[config.mk]
export PLATFORM = sky130hd
export DESIGN_NAME = game_state_ctrl
export DESIGN_NICKNAME = d
export VERILOG_FILES = /design/src/rtl/game_state_ctrl.sv
export SDC_FILE = /design/constraint.sdc
export NUM_CORES = 1
export LEC_CHECK = 0
export ABC_AREA = 1
export CAP_MARGIN = 40
export CELL_PAD_IN_SITES_DETAIL_PLACEMENT = 1
export CELL_PAD_IN_SITES_GLOBAL_PLACEMENT = 1
export CORE_UTILIZATION = 25
export DETAILED_ROUTE_END_ITERATION = 6
export GPL_TIMING_DRIVEN = 0
export PLACE_DENSITY_LB_ADDON = 0.1
export RECOVER_POWER = 100
export SYNTH_ARGS = -nofsm -noshare
export SYNTH_HDL_FRONTEND = slang
export SYNTH_SLANG_ARGS = --single-unit
[constraint.sdc]
create_clock -name Clk -period 3.8 [get_ports Clk]
set_input_delay 0.57 -clock Clk [delete_from_list [all_inputs] [get_ports Clk]]
set_output_delay 0.57 -clock Clk [all_outputs]
set_load 0.02 [all_outputs]
[src/rtl/game_state_ctrl.sv]
// -----------------------------------------------------------------------------
// game_state_ctrl
//
// Game-result generator feeding the end-screen colour mapper. Tracks one round
// of play (score, lives, frame-based round timer), decides win/loss and holds
// the result registered and stable for the whole end screen.
//
// Ports:
//   Clk          system clock
//   Reset        synchronous, active-high reset
//   frame_clk    VGA vsync, already synchronous to Clk; rising edge = 1 frame
//   start        start/restart key level (edge-detected internally)
//   point_pulse  one-Clk pulse, +1 point
//   hit_pulse    one-Clk pulse, -1 life
//   is_playing   high in PLAY
//   is_won       high in WON
//   is_lost      high in LOST
//   score        binary score 0..99
//   score_tens   BCD tens digit of score
//   score_ones   BCD ones digit of score
//   lives        remaining lives
//   time_left    frames remaining in the round
// -----------------------------------------------------------------------------
module game_state_ctrl #(
    parameter int WIN_SCORE       = 20,
    parameter int START_LIVES     = 3,
    parameter int ROUND_FRAMES    = 1800,
    parameter int END_HOLD_FRAMES = 120
) (
    input  logic        Clk,
    input  logic        Reset,
    input  logic        frame_clk,
    input  logic        start,
    input  logic        point_pulse,
    input  logic        hit_pulse,
    output logic        is_playing,
    output logic        is_won,
    output logic        is_lost,
    output logic [6:0]  score,
    output logic [3:0]  score_tens,
    output logic [3:0]  score_ones,
    output logic [2:0]  lives,
    output logic [10:0] time_left
);

    // hold counter only needs to reach END_HOLD_FRAMES; keep at least one bit
    localparam int HOLD_W = (END_HOLD_FRAMES < 2) ? 1 : $clog2(END_HOLD_FRAMES + 1);

    localparam logic [1:0] S_IDLE = 2'd0;
    localparam logic [1:0] S_PLAY = 2'd1;
    localparam logic [1:0] S_WON  = 2'd2;
    localparam logic [1:0] S_LOST = 2'd3;

    localparam logic [6:0]        WIN_V    = 7'(WIN_SCORE);
    localparam logic [6:0]        SCORE_MX = 7'd99;
    localparam logic [2:0]        LIVES_V  = 3'(START_LIVES);
    localparam logic [10:0]       FRAMES_V = 11'(ROUND_FRAMES);
    localparam logic [HOLD_W-1:0] HOLD_MAX = HOLD_W'(END_HOLD_FRAMES);

    logic [1:0]        state;
    logic              frame_q;
    logic              start_q;
    logic [HOLD_W-1:0] hold_cnt;

    logic              tick;
    logic              start_edge;
    logic [6:0]        score_nx;
    logic [3:0]        tens_nx;
    logic [3:0]        ones_nx;
    logic [2:0]        lives_nx;
    logic [10:0]       time_nx;

    assign tick       = frame_clk & ~frame_q;
    assign start_edge = start & ~start_q;

    // PLAY-time updates. Exit decisions are taken on these post-update values,
    // so a pulse that reaches the win/loss condition is seen in the same edge.
    always_comb begin
        score_nx = score;
        tens_nx  = score_tens;
        ones_nx  = score_ones;
        if (point_pulse && (score < SCORE_MX)) begin
            score_nx = score + 7'd1;
            // BCD runs alongside the binary count so it never needs a divider
            if (score_ones == 4'd9) begin
                ones_nx = 4'd0;
                tens_nx = score_tens + 4'd1;
            end else begin
                ones_nx = score_ones + 4'd1;
            end
        end
    end

    always_comb begin
        lives_nx = lives;
        if (hit_pulse && (lives != 3'd0))
            lives_nx = lives - 3'd1;
    end

    always_comb begin
        time_nx = time_left;
        if (tick && (time_left != 11'd0))
            time_nx = time_left - 11'd1;
    end

    always_ff @(posedge Clk) begin
        if (Reset) begin
            state      <= S_IDLE;
            is_playing <= 1'b0;
            is_won     <= 1'b0;
            is_lost    <= 1'b0;
            score      <= 7'd0;
            score_tens <= 4'd0;
            score_ones <= 4'd0;
            lives      <= LIVES_V;
            time_left  <= FRAMES_V;
            hold_cnt   <= '0;
            frame_q    <= 1'b0;
            start_q    <= 1'b0;
        end else begin
            frame_q <= frame_clk;
            start_q <= start;

            case (state)
                S_IDLE: begin
                    if (start_edge) begin
                        state      <= S_PLAY;
                        is_playing <= 1'b1;
                        score      <= 7'd0;
                        score_tens <= 4'd0;
                        score_ones <= 4'd0;
                        lives      <= LIVES_V;
                        time_left  <= FRAMES_V;
                    end
                end

                S_PLAY: begin
                    score      <= score_nx;
                    score_tens <= tens_nx;
                    score_ones <= ones_nx;
                    lives      <= lives_nx;
                    time_left  <= time_nx;
                    // win is checked first so a simultaneous win+loss is a win
                    if (score_nx == WIN_V) begin
                        state      <= S_WON;
                        is_playing <= 1'b0;
                        is_won     <= 1'b1;
                        hold_cnt   <= '0;
                    end else if ((lives_nx == 3'd0) || (time_nx == 11'd0)) begin
                        state      <= S_LOST;
                        is_playing <= 1'b0;
                        is_lost    <= 1'b1;
                        hold_cnt   <= '0;
                    end
                end

                S_WON, S_LOST: begin
                    // results stay frozen; only the hold timer moves
                    if (start_edge && (hold_cnt == HOLD_MAX)) begin
                        state   <= S_IDLE;
                        is_won  <= 1'b0;
                        is_lost <= 1'b0;
                    end else if (tick && (hold_cnt < HOLD_MAX)) begin
                        hold_cnt <= hold_cnt + HOLD_W'(1);
                    end
                end

                default: begin
                    state      <= S_IDLE;
                    is_playing <= 1'b0;
                    is_won     <= 1'b0;
                    is_lost    <= 1'b0;
                end
            endcase
        end
    end

endmodule

==> results of run 1 <==
[Yosys cell counts, drive strengths merged, types with 3 or more instances]
library cell,instances,share of area (%)
ha,9,4.2
o21ai,13,2.4
dfxtp,43,32
nor2,56,9.8
nand4,4,0.94
inv,51,7.3
clkbuf,6,1.2
nand2,134,21
a21oi,24,4.7
o31ai,4,1.3
nand3,32,6.5
o211ai,3,0.85
xor2,5,1.6
nand3b,7,2.0
nor3,6,1.3
[per-stage QoR]
step                cells  worst slack [ns]  area (sq um)  hold slack [ns]  power [W]
detailed placement    580             0.917          3200            0.472    0.00163
floorplan             407              1.69          2660            0.452    0.00132
CTS                   588              1.25          3320            0.491    0.00203
global route          588             0.609          3290            0.515    0.00214
global placement      580             0.950          3200            0.466    0.00162
finish                588             0.917          3290            0.485    0.00195
[final timing paths]
| check | endpoint | slack (ns) | depth (start not counted) |
|---|---|---|---|
| max | hold_cnt[0] | 0.92 | 17 |
| min | is_won | 0.48 | 2 |
| max reg2reg | hold_cnt[0] | 0.92 | 17 |
| min reg2reg | is_won | 0.48 | 2 |
[critical path, delay by kind of cell (launching register included)]
family	cells	cell delay (ns)
adder cells (fa/ha/maj)	1	0.28
buffers and inverters	2	0.28
flip-flops	1	0.37
AND/OR/NAND/NOR	14	1.85
[cell usage in the layout (no fill, tap or decap), types with 5 or more instances in the layout]
master | synthesis | layout
clkbuf_8 | 1 | 7
dlygate4sd3_1 | 0 | 35
nor2_2 | 11 | 9
xor2_1 | 5 | 5
inv_1 | 47 | 47
a21oi_1 | 23 | 23
nor2_1 | 42 | 44
nand2_2 | 5 | 5
nand3b_1 | 7 | 7
nand2_1 | 125 | 127
dfxtp_1 | 43 | 43
nor3_1 | 5 | 5
ha_1 | 9 | 9
clkbuf_1 | 5 | 5
nand3_1 | 31 | 32
o21ai_0 | 10 | 12
[cell families (layout without fill, tap and decap cells)]
family                     count (synthesis)  after routing  synth area share (%)
and+or+nand+nor                          241            241                  41.8
AOI/OAI and AO/OA                         49             49                  10.7
adders and majority gates                  9              9                  4.23
xor gates and xnor gates                   7              7                  2.30
DFF                                       43             43                  32.3
buffers and inverters                     58            103                  8.69
[cell type report]
type,instances,area [sq um]
Fill cell,1340,7030
Multi-Input combinational cell,306,1540
Sequential cell,43,861
Timing Repair Buffer,37,370
Inverter,51,194
Tap cell,136,170
Clock buffer,6,82.6
Buffer,7,37.5
Clock inverter,2,35.0
[flip-flops by register name, summed over array words and instances, names as in the netlist, 2 cells and up]
register    cells
time_left      11
hold_cnt        7
score           7
score_ones      4
score_tens      4
lives           3
state           2
[routing by layer]
metal / routed length, um / part of all wire [%] / GRT usage, %
met1: 4030 / 52 / 20.6
met2: 3540 / 45 / 24.2
met3: 183 / 2.3 / 2.54
met4: 60 / 0.77 / 3.02
met5: 0 / 0 / 0
[power by group]
group          internal (W)  switching (W)
registers          0.000541       0.000103
clock network      0.000213       0.000175
logic              0.000306       0.000615
==> flow_metrics.tcl, run 1 <==
set metrics [dict create \
    synth_ff_type "dfxtp_1" \
    critPathArrivalTime_ns 3.09 \
    status "complete, no violations" \
    rows 37 \
    grt_pass1_vias 2749 \
    post_drt_wl_per_cell_um 13.3 \
    period_needed_ns 2.88 \
    fin_tns_setup_ns 0 \
    die_x_um 105 \
    layout.nets 466 \
    syn2layout_area_growth_pct 23.5 \
    grt_setup_unrepaired "false" \
    track_usage_pct 14.9 \
    cp_max_fo 9 \
    synth_cells 407 \
    chipHeight_um 105 \
    cts_buffers 5 \
    die_area_sq_um 11100 \
    synth-edff-count 0 \
    hold_class "flop to flop" \
    skew_ns 0.00895 \
    drc 0 \
    maxSlewHeadroom_pct 54.5 \
    maxCapViolCount 0 \
    vias 2633 \
    drive_gt1_share_pct 8.19 \
    final-setup-viol-count 0 \
    worstHoldStart "is_won" \
    io_pins 38 \
    ctsHoldBuffers 0 \
    cpMostUsedCell "nand2_1" \
    slowest_stage "dfxtp_1" \
    synth_area_sq_um 2660 \
    dr.first_iter.drc_count 73 \
    grt_pass1_wl_um 13400 \
    post-route-period-util_pct 75.9 \
    grt_max_degree 14 \
    antenna_cells 0 \
    hold_viol 0 \
    h-tree-depth 2 \
    synth.net_count 422 \
    avgViaCountPerCell 4.48 \
    clk_latency_ns 0.30 \
    start_util_pct 25.8 \
    ys_seq_area_share_pct 32.3 \
    p_per_area_nw_per_um2 594 \
    ys_ff_latch 43 \
    worstSetupStartpoint "time_left[0]" \
    ys_types 37 \
    clkSinkCount 43 \
    max_slew.worst_pin.slew_ns 0.675 \
    cts_resized 0 \
    p_leak_nw 1.49 \
    ir_drop_v 0.000305 \
    hpwl_um 6010 \
    crit_chain "inv_1, ha_1, nand2_1, nor2_4, nand2_4, nand2_1, nand2_1, nand2_1, nor2_1, nand2_1, nor2_1, nand2_2, nand3_1, nand2_8, inv_4, nor2_1, nor2_2" \
    synth_warnings 0 \
    crit_required_ns 4.00 \
    final_util_pct 31.9 \
    rr_startpoint "time_left[0]" \
    cts_tree "built" \
    path_class "flop to flop" \
    wirelength_um 7810 \
    end_kind "flop" \
    grt-ovfl-total 0 \
    slowest_delay_ns 0.37 \
    synth_async_sr_flop_share_pct 0 \
    cts_setup_buffers 0 \
    fmax_mhz 347 \
    gp_congestion 0.765 \
    cts_root_buffer "clkbuf_8" \
    firstDrtPassIters 4 \
    clkSlewWorstSetupHoldPaths_ns 0.10 \
    synth.avg_cell_area_sq_um 6.54 \
    antenna_found_initial 0 \
    slew_violations 0 \
    core_area_sq_um 10300 \
    clk_path_buf_depth 2 \
    port_buffers 37 \
    antenna_left 0 \
    cp-start-kind "flop" \
]
No activity file was read; power rests on OpenSTA's default activity.
==> run 2, diff against run 1 <==
clock period = 2.8 ns   (was 3.8 ns; I/O delays follow)
==> flow_metrics.tcl, run 2 (synthesized netlist as in run 1, its figures left out) <==
set metrics [dict create \
    track_usage_pct 14.9 \
    die_x_um 105 \
    hold_class "flop to flop" \
    core_area_sq_um 10300 \
    grt_pass1_vias 2749 \
    pre_cts_slack_ns 0.0669 \
    avgViaCountPerCell 4.50 \
    start_util_pct 25.8 \
    antenna_found_initial 0 \
    vias 2644 \
    mostFrequentLayoutCells "nand2_1, inv_1, nor2_1, dfxtp_1, dlygate4sd3_1" \
    largest_reg_flops 11 \
    cts_tree "built" \
    h-tree-depth 2 \
    grt_pass1_wl_um 13400 \
    die_area_sq_um 11100 \
    skew_ns 0.00933 \
    hpwl_um 6010 \
    drive_gt1_share_pct 8.63 \
    maxCapViolCount 0 \
    post_drt_wl_per_cell_um 13.3 \
    cts_root_buffer "clkbuf_8" \
    antenna_cells 0 \
    ctsHoldBuffers 0 \
    layout.nets 466 \
    cts_buffers 5 \
    rr_startpoint "state[1]" \
    worstHoldStart "is_playing" \
    firstDrtPassIters 4 \
    cts_setup_buffers 0 \
    cp-start-kind "flop" \
    slew_violations 0 \
    chipHeight_um 105 \
    max_flop_register "time_left" \
    fmax_mhz 407 \
    worst_slack_ns 0.341 \
    final-setup-viol-count 0 \
    rows 37 \
    hold_viol 0 \
    clk_latency_ns 0.30 \
    grt_setup_unrepaired "false" \
    period_needed_ns 2.46 \
    io_pins 38 \
    maxSlewHeadroom_pct 54.8 \
    cp_max_fo 8 \
    max_slew.worst_pin.slew_ns 0.671 \
    critPathArrivalTime_ns 2.68 \
    clkSlewWorstSetupHoldPaths_ns 0.09 \
    r2r_end "score_tens[3]" \
    final_common_cell "nand2_1" \
    dr.first_iter.drc_count 69 \
    gp_congestion 0.765 \
    fin_tns_setup_ns 0 \
    ir_drop_v 0.000414 \
    r2r_setup_slack_ns 0.34 \
    crit_required_ns 3.02 \
    clkSinkCount 43 \
    wirelength_um 7790 \
    port_buffers 37 \
    drc 0 \
    hold_end "is_playing" \
    reg2reg_depth 9 \
    largestRegisters "time_left: 11 flops, hold_cnt: 7 flops, score: 7 flops" \
    status "complete, no violations" \
    path_class "flop to flop" \
    grt-ovfl-total 0 \
    grt_max_degree 14 \
    end_kind "flop" \
    cts_resized 0 \
    clk_path_buf_depth 2 \
    p_per_area_nw_per_um2 803 \
    antenna_left 0 \
    p_leak_nw 1.50 \
    syn2layout_area_growth_pct 24.1 \
    min_path_cells 2 \
    post-route-period-util_pct 87.8 \
]
==> run 2: cell count changes in the layout (fill, tap and decap cells not counted) <==
cell / before / now
nand2_2: 5 / 3
nand3_4: 0 / 1
nand2_4: 1 / 4
nor2_1: 44 / 43
dlygate4sd3_1: 35 / 34
clkdlybuf4s50_1: 2 / 3
nor2_2: 9 / 10
nand2_8: 1 / 0
nand3_1: 32 / 31
==> run 2: power by group <==
part / leakage, nW / switching [W] / total (W) / internal (W)
Sequential: 0.350 / 0.000142 / 0.000876 / 0.000734
Combinational: 1.09 / 0.000833 / 0.00125 / 0.000417
Clock: 0.0612 / 0.000238 / 0.000528 / 0.000289
Total: 1.50 / 0.00121 / 0.00265 / 0.00144
==> run 2: area by class of cell <==
| type | count | area, sq um |
|---|---|---|
| Buffer | 7 | 37.5 |
| Timing Repair Buffer | 37 | 370 |
| Fill cell | 1339 | 7020 |
| Clock inverter | 2 | 35.0 |
| Multi-Input combinational cell | 306 | 1560 |
| Sequential cell | 43 | 861 |
| Tap cell | 136 | 170 |
| Inverter | 51 | 194 |
| Clock buffer | 6 | 82.6 |
==> run 2: critical path: stages (launching register included) <==
cell,delay [ns]
dfxtp_1,0.30
buf_2,0.17
nor2_1,0.47
inv_1,0.29
nand2_1,0.21
o21ai_0,0.28
nor2_2,0.23
inv_1,0.11
o21ai_0,0.14
nor3b_1,0.18
==> run 2: per-stage QoR <==
step	hold slack, ns	area [sq um]	instances	total power, W	utilization, %
2_1_floorplan	0.452	2660	407	0.00179	-
3_3_place_gp	0.466	3200	580	0.00219	31.0
3_5_place_dp	0.472	3200	580	0.00222	31.0
4_1_cts	0.491	3320	588	0.00275	32.2
5_1_grt	0.515	3310	588	0.00290	32.0
6_report	0.485	3310	588	0.00265	32.0
==> run 2: layer usage <==
layer / global-route usage [%] / up-vias / part of all wire [%]
li1: - / 1381 / -
met1: 20.6 / 1225 / 52
met2: 24.2 / 33 / 45
met3: 2.54 / 5 / 2.1
met4: 3.02 / 0 / 0.62
met5: 0 / - / 0
==> run 2: worst max path at each step <==
stage	startpoint	endpoint	slack [ns]	cells after the start
after CTS	time_left[0]	hold_cnt[0]	0.34	16
after global routing	state[1]	score_tens[3]	0.07	9
after global placement	frame_clk	hold_cnt[0]	0.10	16
final	state[1]	score_tens[3]	0.34	9
after detailed placement	frame_clk	hold_cnt[0]	0.07	16
after floorplan	time_left[0]	hold_cnt[1]	0.69	16
